## src/rtl/wb_arbiter_pkg.sv

```systemverilog
// Shared definitions for the Wishbone arbiter: FSM state encoding and
// default sizing constants.
package wb_arbiter_pkg;

  typedef enum logic [1:0] {
    IDLE  = 2'd0,
    BUSY  = 2'd1,
    ABORT = 2'd2
  } arb_state_t;

  localparam int DEF_NUM_MASTERS    = 4;
  localparam int DEF_TIMEOUT_CYCLES = 255;

endpackage

```

## src/rtl/wb_arbiter_pick.sv

```systemverilog
// arb_pick: combinational winner selection. Searches the request vector
// starting at ptr_i+1 and wrapping modulo N; the first requester found wins.
// With ptr_i = N-1 the search starts at index 0, i.e. fixed priority.
module arb_pick
  import wb_arbiter_pkg::*;
#(
  parameter int N     = DEF_NUM_MASTERS,
  parameter int IDX_W = 2
) (
  input  logic [N-1:0]     req_i,
  input  logic [IDX_W-1:0] ptr_i,
  output logic [N-1:0]     gnt_o
);

  // Rotating first-set search producing a one-hot grant.
  always_comb begin
    logic             found;
    logic [31:0]      idx;
    logic [IDX_W-1:0] sel;
    gnt_o = '0;
    found = 1'b0;
    idx   = '0;
    sel   = '0;
    for (int i = 0; i < N; i++) begin
      idx = (32'(ptr_i) + 32'(i) + 32'd1) % 32'(N);
      sel = IDX_W'(idx);
      if (!found && req_i[sel]) begin
        gnt_o[sel] = 1'b1;
        found      = 1'b1;
      end
    end
  end

endmodule

```

## src/rtl/wb_arbiter.sv

```systemverilog
// wb_arbiter: shared Wishbone bus arbiter for the cache/MMU requesters.
// One owner at a time; the grant is held until the owner drops cyc, so
// multi-beat refills stay atomic. A stalled slave is aborted after
// TIMEOUT_CYCLES unanswered strobe cycles.
// Build option: define WB_ARB_RR_EN for round-robin arbitration; otherwise
// fixed priority (index 0 highest).
module wb_arbiter
  import wb_arbiter_pkg::*;
#(
  parameter int NUM_MASTERS    = DEF_NUM_MASTERS,
  parameter int TIMEOUT_CYCLES = DEF_TIMEOUT_CYCLES
) (
  input  logic                      clk,
  input  logic                      rst,
  input  logic [NUM_MASTERS-1:0]    m_cyc_i,
  input  logic [NUM_MASTERS-1:0]    m_stb_i,
  input  logic [NUM_MASTERS-1:0]    m_we_i,
  input  logic [NUM_MASTERS*32-1:0] m_adr_i,
  input  logic [NUM_MASTERS*32-1:0] m_dat_i,
  input  logic [NUM_MASTERS*4-1:0]  m_sel_i,
  output logic [31:0]               m_dat_o,
  output logic [NUM_MASTERS-1:0]    m_ack_o,
  output logic [NUM_MASTERS-1:0]    m_err_o,
  output logic [NUM_MASTERS-1:0]    m_rty_o,
  output logic                      s_cyc_o,
  output logic                      s_stb_o,
  output logic                      s_we_o,
  output logic [31:0]               s_adr_o,
  output logic [31:0]               s_dat_o,
  output logic [3:0]                s_sel_o,
  input  logic [31:0]               s_dat_i,
  input  logic                      s_ack_i,
  input  logic                      s_err_i,
  input  logic                      s_rty_i,
  output logic [NUM_MASTERS-1:0]    grant_o
);

  localparam int IDX_W = (NUM_MASTERS > 1) ? $clog2(NUM_MASTERS) : 1;
  localparam int CNT_W = $clog2(TIMEOUT_CYCLES + 1);

  arb_state_t             state_q, state_d;
  logic [NUM_MASTERS-1:0] grant_q, grant_d;
  logic [CNT_W-1:0]       cnt_q, cnt_d;
  logic [NUM_MASTERS-1:0] pick_gnt;
  logic [IDX_W-1:0]       pick_ptr;

  logic        own_cyc, own_stb, own_we;
  logic [31:0] own_adr, own_dat;
  logic [3:0]  own_sel;

`ifdef WB_ARB_RR_EN
  logic [IDX_W-1:0] ptr_q, ptr_d;
  logic [IDX_W-1:0] win_idx;

  // Pointer remembers the index of the last grant; it moves on every grant.
  always_comb begin
    win_idx = '0;
    for (int i = 0; i < NUM_MASTERS; i++) begin
      if (pick_gnt[i]) win_idx = IDX_W'(i);
    end
    ptr_d = ptr_q;
    if (state_q == IDLE && |m_cyc_i) ptr_d = win_idx;
  end

  // Round-robin pointer register; reset so that master 0 wins first.
  always_ff @(posedge clk or posedge rst) begin
    if (rst) ptr_q <= IDX_W'(NUM_MASTERS - 1);
    else     ptr_q <= ptr_d;
  end

  assign pick_ptr = ptr_q;
`else
  assign pick_ptr = IDX_W'(NUM_MASTERS - 1);
`endif

  arb_pick #(
    .N     (NUM_MASTERS),
    .IDX_W (IDX_W)
  ) u_pick (
    .req_i (m_cyc_i),
    .ptr_i (pick_ptr),
    .gnt_o (pick_gnt)
  );

  // Select the current owner's bus signals by the one-hot grant.
  always_comb begin
    own_cyc = 1'b0;
    own_stb = 1'b0;
    own_we  = 1'b0;
    own_adr = '0;
    own_dat = '0;
    own_sel = '0;
    for (int i = 0; i < NUM_MASTERS; i++) begin
      if (grant_q[i]) begin
        own_cyc = m_cyc_i[i];
        own_stb = m_stb_i[i];
        own_we  = m_we_i[i];
        own_adr = m_adr_i[i*32 +: 32];
        own_dat = m_dat_i[i*32 +: 32];
        own_sel = m_sel_i[i*4 +: 4];
      end
    end
  end

  // Next-state, grant, timeout counter and bus outputs.
  always_comb begin
    state_d = state_q;
    grant_d = grant_q;
    cnt_d   = cnt_q;
    s_cyc_o = 1'b0;
    s_stb_o = 1'b0;
    s_we_o  = 1'b0;
    s_adr_o = '0;
    s_dat_o = '0;
    s_sel_o = '0;
    m_ack_o = '0;
    m_err_o = '0;
    m_rty_o = '0;
    case (state_q)
      IDLE: begin
        cnt_d = '0;
        if (|m_cyc_i) begin
          grant_d = pick_gnt;
          state_d = BUSY;
        end
      end
      BUSY: begin
        s_cyc_o = own_cyc;
        s_stb_o = own_stb;
        s_we_o  = own_we;
        s_adr_o = own_adr;
        s_dat_o = own_dat;
        s_sel_o = own_sel;
        if (!own_cyc) begin
          // Owner released the bus; arbitration resumes from IDLE.
          state_d = IDLE;
          grant_d = '0;
          cnt_d   = '0;
        end else begin
          m_ack_o = grant_q & {NUM_MASTERS{s_ack_i}};
          m_err_o = grant_q & {NUM_MASTERS{s_err_i}};
          m_rty_o = grant_q & {NUM_MASTERS{s_rty_i}};
          if (cnt_q == CNT_W'(TIMEOUT_CYCLES)) begin
            m_err_o = grant_q;
            state_d = ABORT;
            cnt_d   = '0;
          end else if (s_ack_i || s_err_i || s_rty_i || !own_stb) begin
            cnt_d = '0;
          end else begin
            cnt_d = cnt_q + CNT_W'(1);
          end
        end
      end
      ABORT: begin
        // One cycle with cyc low terminates the stalled slave cycle.
        state_d = IDLE;
        grant_d = '0;
        cnt_d   = '0;
      end
      default: begin
        state_d = IDLE;
        grant_d = '0;
        cnt_d   = '0;
      end
    endcase
  end

  // State, grant and timeout counter registers.
  always_ff @(posedge clk or posedge rst) begin
    if (rst) begin
      state_q <= IDLE;
      grant_q <= '0;
      cnt_q   <= '0;
    end else begin
      state_q <= state_d;
      grant_q <= grant_d;
      cnt_q   <= cnt_d;
    end
  end

  assign grant_o = grant_q;
  assign m_dat_o = s_dat_i;

endmodule
```

## config.mk

```make
export PLATFORM = sky130hd
export DESIGN_NAME = wb_arbiter
export DESIGN_NICKNAME = d
export VERILOG_FILES = /design/src/rtl/wb_arbiter_pkg.sv /design/src/rtl/wb_arbiter_pick.sv /design/src/rtl/wb_arbiter.sv
export SDC_FILE = /design/constraint.sdc
export NUM_CORES = 1
export LEC_CHECK = 0
export ABC_AREA = 1
export BUFFER_PORTS_ARGS = -buffer_cell sky130_fd_sc_hd__buf_2
export CAP_MARGIN = 0
export CELL_PAD_IN_SITES_DETAIL_PLACEMENT = 1
export CELL_PAD_IN_SITES_GLOBAL_PLACEMENT = 1
export CORE_AREA = 10 10 161 163
export DETAILED_ROUTE_END_ITERATION = 16
export DIE_AREA = 0 0 171 173
export PLACE_DENSITY = 0.69
export SETUP_SLACK_MARGIN = 0.4
export SYNTH_ARGS = -nofsm -noshare
export SYNTH_HDL_FRONTEND = slang
export SYNTH_SLANG_ARGS = --single-unit
```

## constraint.sdc

```tcl
create_clock -name clk -period 1.4 [get_ports clk]
set_input_delay 0.28 -clock clk [delete_from_list [all_inputs] [get_ports clk]]
set_output_delay 0.28 -clock clk [all_outputs]
set_load 0.01 [all_outputs]
```

==> results.cfg <==
[finish]
final_common_cell = buf_2
drive_above_1_share_pct = 65.90
multi_input_area_um2 = 3256
stdcell_area_um2 = 7690
regArea_um2 = 356.6
syn2layout_area_growth_pct = 128.1
utilization_pct = 34.07
final_cell_mix = 357 x buf_2, 81 x nand2_1, 73 x buf_4
fin_nets = 1367
nFillCells = 2889

[grt]
grt_pass1_wl_um = 40540
grt_overflow = 0
grtUsageMet1_pct = 19.73
grt.busiest_layer = met2
gr-usage-met3_pct = 4.327
antenna_found_initial = 3
grtUsageMet2_pct = 31.99
grt_start_max_net_pins = 46
gr-usage-all-layers_pct = 17.36
grt_pass1_vias = 6675

[timing]
tns_ns = -42.91
worst_slew_pin_slew_ns = 0.6105
fin_skew_ns = 0.001853
finalSetupViolCount = 100
finalCritPeriodShare_pct = 138.7
maxSlewHeadroom_pct = 59.26
slew_violations = 0
hold_slack_ns = 0.09933
finalHoldViolCount = 0
setup_slack_ns = -0.5422
fmax_mhz = 514.9
rsz0062_at_grt = yes
min_period_ns = 1.942

[clock_network]
root_buffer = clkbuf_16
cts_buffer_depth = 2
numCtsBuffers = 3
htreeDepth = 1
cts.sinks = 14
cts_tree = yes
cts.clk_slew.worst_paths_ns = 0.05
insertion_delay_ns = 0.25

[pwr]
clock_power_share_pct = 6.1
internal_power_uw = 4913
comb_power_share_pct = 88.7
leakagePower_uw = 0.003845
p_sw_uw = 5029
pwr_density_cell_nw_per_um2 = 1293
vdd_drop_max_uv = 529.8
power_frac_seq_pct = 5.2
p_sw_share_pct = 50.58

[routing]
ant_nets = 0
dr.pass1.iters = 4
drc = 0
vias = 6259
avgViaCountPerCell = 4.699
drtIter0Drc = 291
wl_per_cell_um = 21.66
routed_wl_um = 28850

[min_path]
hp-class = primary input to async pin

[logic_synthesis]
synth_fa_ha_area_share_pct = 0.3711
synth_nets = 949
synth_cell_type_count = 26
synthCells = 627
synth_top_family_by_area = compound AO/OA/AOI/OAI gates
syn_area_per_cell_um2 = 5.378
synth_simple_gate_area_share_pct = 28.94
ys_warn_count = 0
synth-seq-cells = 14
synth_area_leaders = a21oi_1 21%, o21ai_0 19%, nand2_1 12%
synth_largest_area_cell = a21oi_1
syn-cell-area_um2 = 3372
netlist.area_leader.share_pct = 20.93
synth-xor-area-share_pct = 1.039
synthMuxAreaShare_pct = 0
synth_compound_area_share_pct = 42.08
ys_seq_area_share_pct = 10.39

[flow_run]
drv_cap = 0

[floorplanning]
core_um2 = 22570
rows = 55
die_area_um2 = 29580
die_y_um = 173
ioPinCount = 440
start_util_pct = 14.94
floorplan.die.width_um = 171

[setup_path]
reg2reg_depth = 10
critical_path_class = register to primary output
rr_endpoint = cnt_q[7]
r2r_slack_ns = -0.29
cp_max_fo = 5
cp.required_ns = 1.12
worstPathArrival_ns = 1.66
crit_start = grant_o[1]
start_kind = register
r2r_start = grant_o[2]
cp-endpoint = m_ack_o[1]
endpoint_kind = primary output

[place]
dpl.hpwl_um = 22170
dpl-instance-area_um2 = 6091
gp_congestion = 0.9111
numPortBuffers = 375

[status]
violations = negative setup slack
outcome = finished, violations left
==> worst max-delay path, cell delays in order (launching register included) <==
cell and delay (ns):
dfrtp_2 0.44, inv_6 0.07, buf_6 0.13, nand2_2 0.05
nand3_2 0.07, nand2_2 0.11, nand3_4 0.11, inv_8 0.12
nand2_8 0.07, nor2_4 0.11, buf_6 0.11
==> cells in the mapped netlist <==
| cell | number |
|---|---|
| ha_1 | 1 |
| o21bai_1 | 1 |
| inv_1 | 11 |
| a21boi_0 | 1 |
| inv_2 | 5 |
| clkbuf_2 | 1 |
| buf_2 | 27 |
| o21ai_0 | 125 |
| o31ai_1 | 1 |
| nand2_2 | 2 |
| nor2_1 | 20 |
| nand2_1 | 104 |
| nand3_1 | 75 |
| dfrtp_1 | 14 |
| a21oi_1 | 141 |
| nand3_4 | 1 |
| xnor2_1 | 2 |
| nor2_8 | 1 |
| buf_6 | 1 |
| nand4_2 | 1 |
| clkbuf_1 | 28 |
| xor2_1 | 2 |
| o21ai_1 | 13 |
| buf_4 | 35 |
| nand4_1 | 2 |
| nor3_1 | 12 |
==> registers in the layout (all words and copies together) (netlist names) <==
name / count
grant_o: 4
state_q: 2
cnt_q: 8
==> worst min-delay path by stage <==
stage / slack (ns) / to / from / cells past startpoint
2_1_floorplan: 0.17 / cnt_q[0] / rst / 1
3_3_place_gp: 0.37 / cnt_q[0] / rst / 2
6_report: 0.1 / cnt_q[0] / rst / 2
4_1_cts: 0.11 / cnt_q[0] / rst / 2
3_5_place_dp: 0.38 / cnt_q[0] / rst / 2
5_1_grt: 0.14 / cnt_q[0] / rst / 2
==> stage by stage <==
stage | cells | total power, µW | worst slack, ns
2_1_floorplan | 627 | 4129 | -0.1133
3_3_place_gp | 1281 | 7100 | -0.3960
3_5_place_dp | 1281 | 7202 | -0.4439
4_1_cts | 1311 | 9206 | -0.5470
5_1_grt | 1331 | 10720 | -0.6367
6_report | 1332 | 9942 | -0.5422
==> what timing repair did <==
item / 4_1_cts / 5_1_grt
gates resized for setup: 203 / 98
endpoints found under the setup margin: 101 / 101
cloned: 7 / 1
hold buffers: 0 / 0
pin swaps: 20 / 32
setup buffers: 19 / 17
==> final cells by class <==
type	instances	area share, %
inverters	16	1.074
multi-input cells	505	42.34
repair buffers	504	45.95
repair inverters	1	0.1139
clock buffers	4	1.155
diodes	3	0.09762
flip-flops and latches	14	4.637
well taps	285	4.637
==> per-layer routing <==
layer	vias up	part of all wire, %
li1	3004	-
met1	2975	39
met2	258	51
met3	22	8.2
met4	0	1.2
met5	-	0
==> power groups by stage <==
stage	clock, µW	sequential [µW]	combinational (µW)
CTS	627	512	8070
floorplan	0	495	3630
finish	608	513	8820
detailed placement	0	499	6700
global placement	0	495	6610
global route	645	517	9560
==> cells by family (layout without fill, tap and decap cells) <==
logic type / after synthesis / in the layout
AOI/OAI and AO/OA: 282 / 282
xor gates and xnor gates: 4 / 4
adders and majority gates: 1 / 1
buffers and inverters: 108 / 525
DFF: 14 / 14
other: 0 / 3
and+or+nand+nor: 218 / 218
No activity file was read; power rests on OpenSTA's default activity.
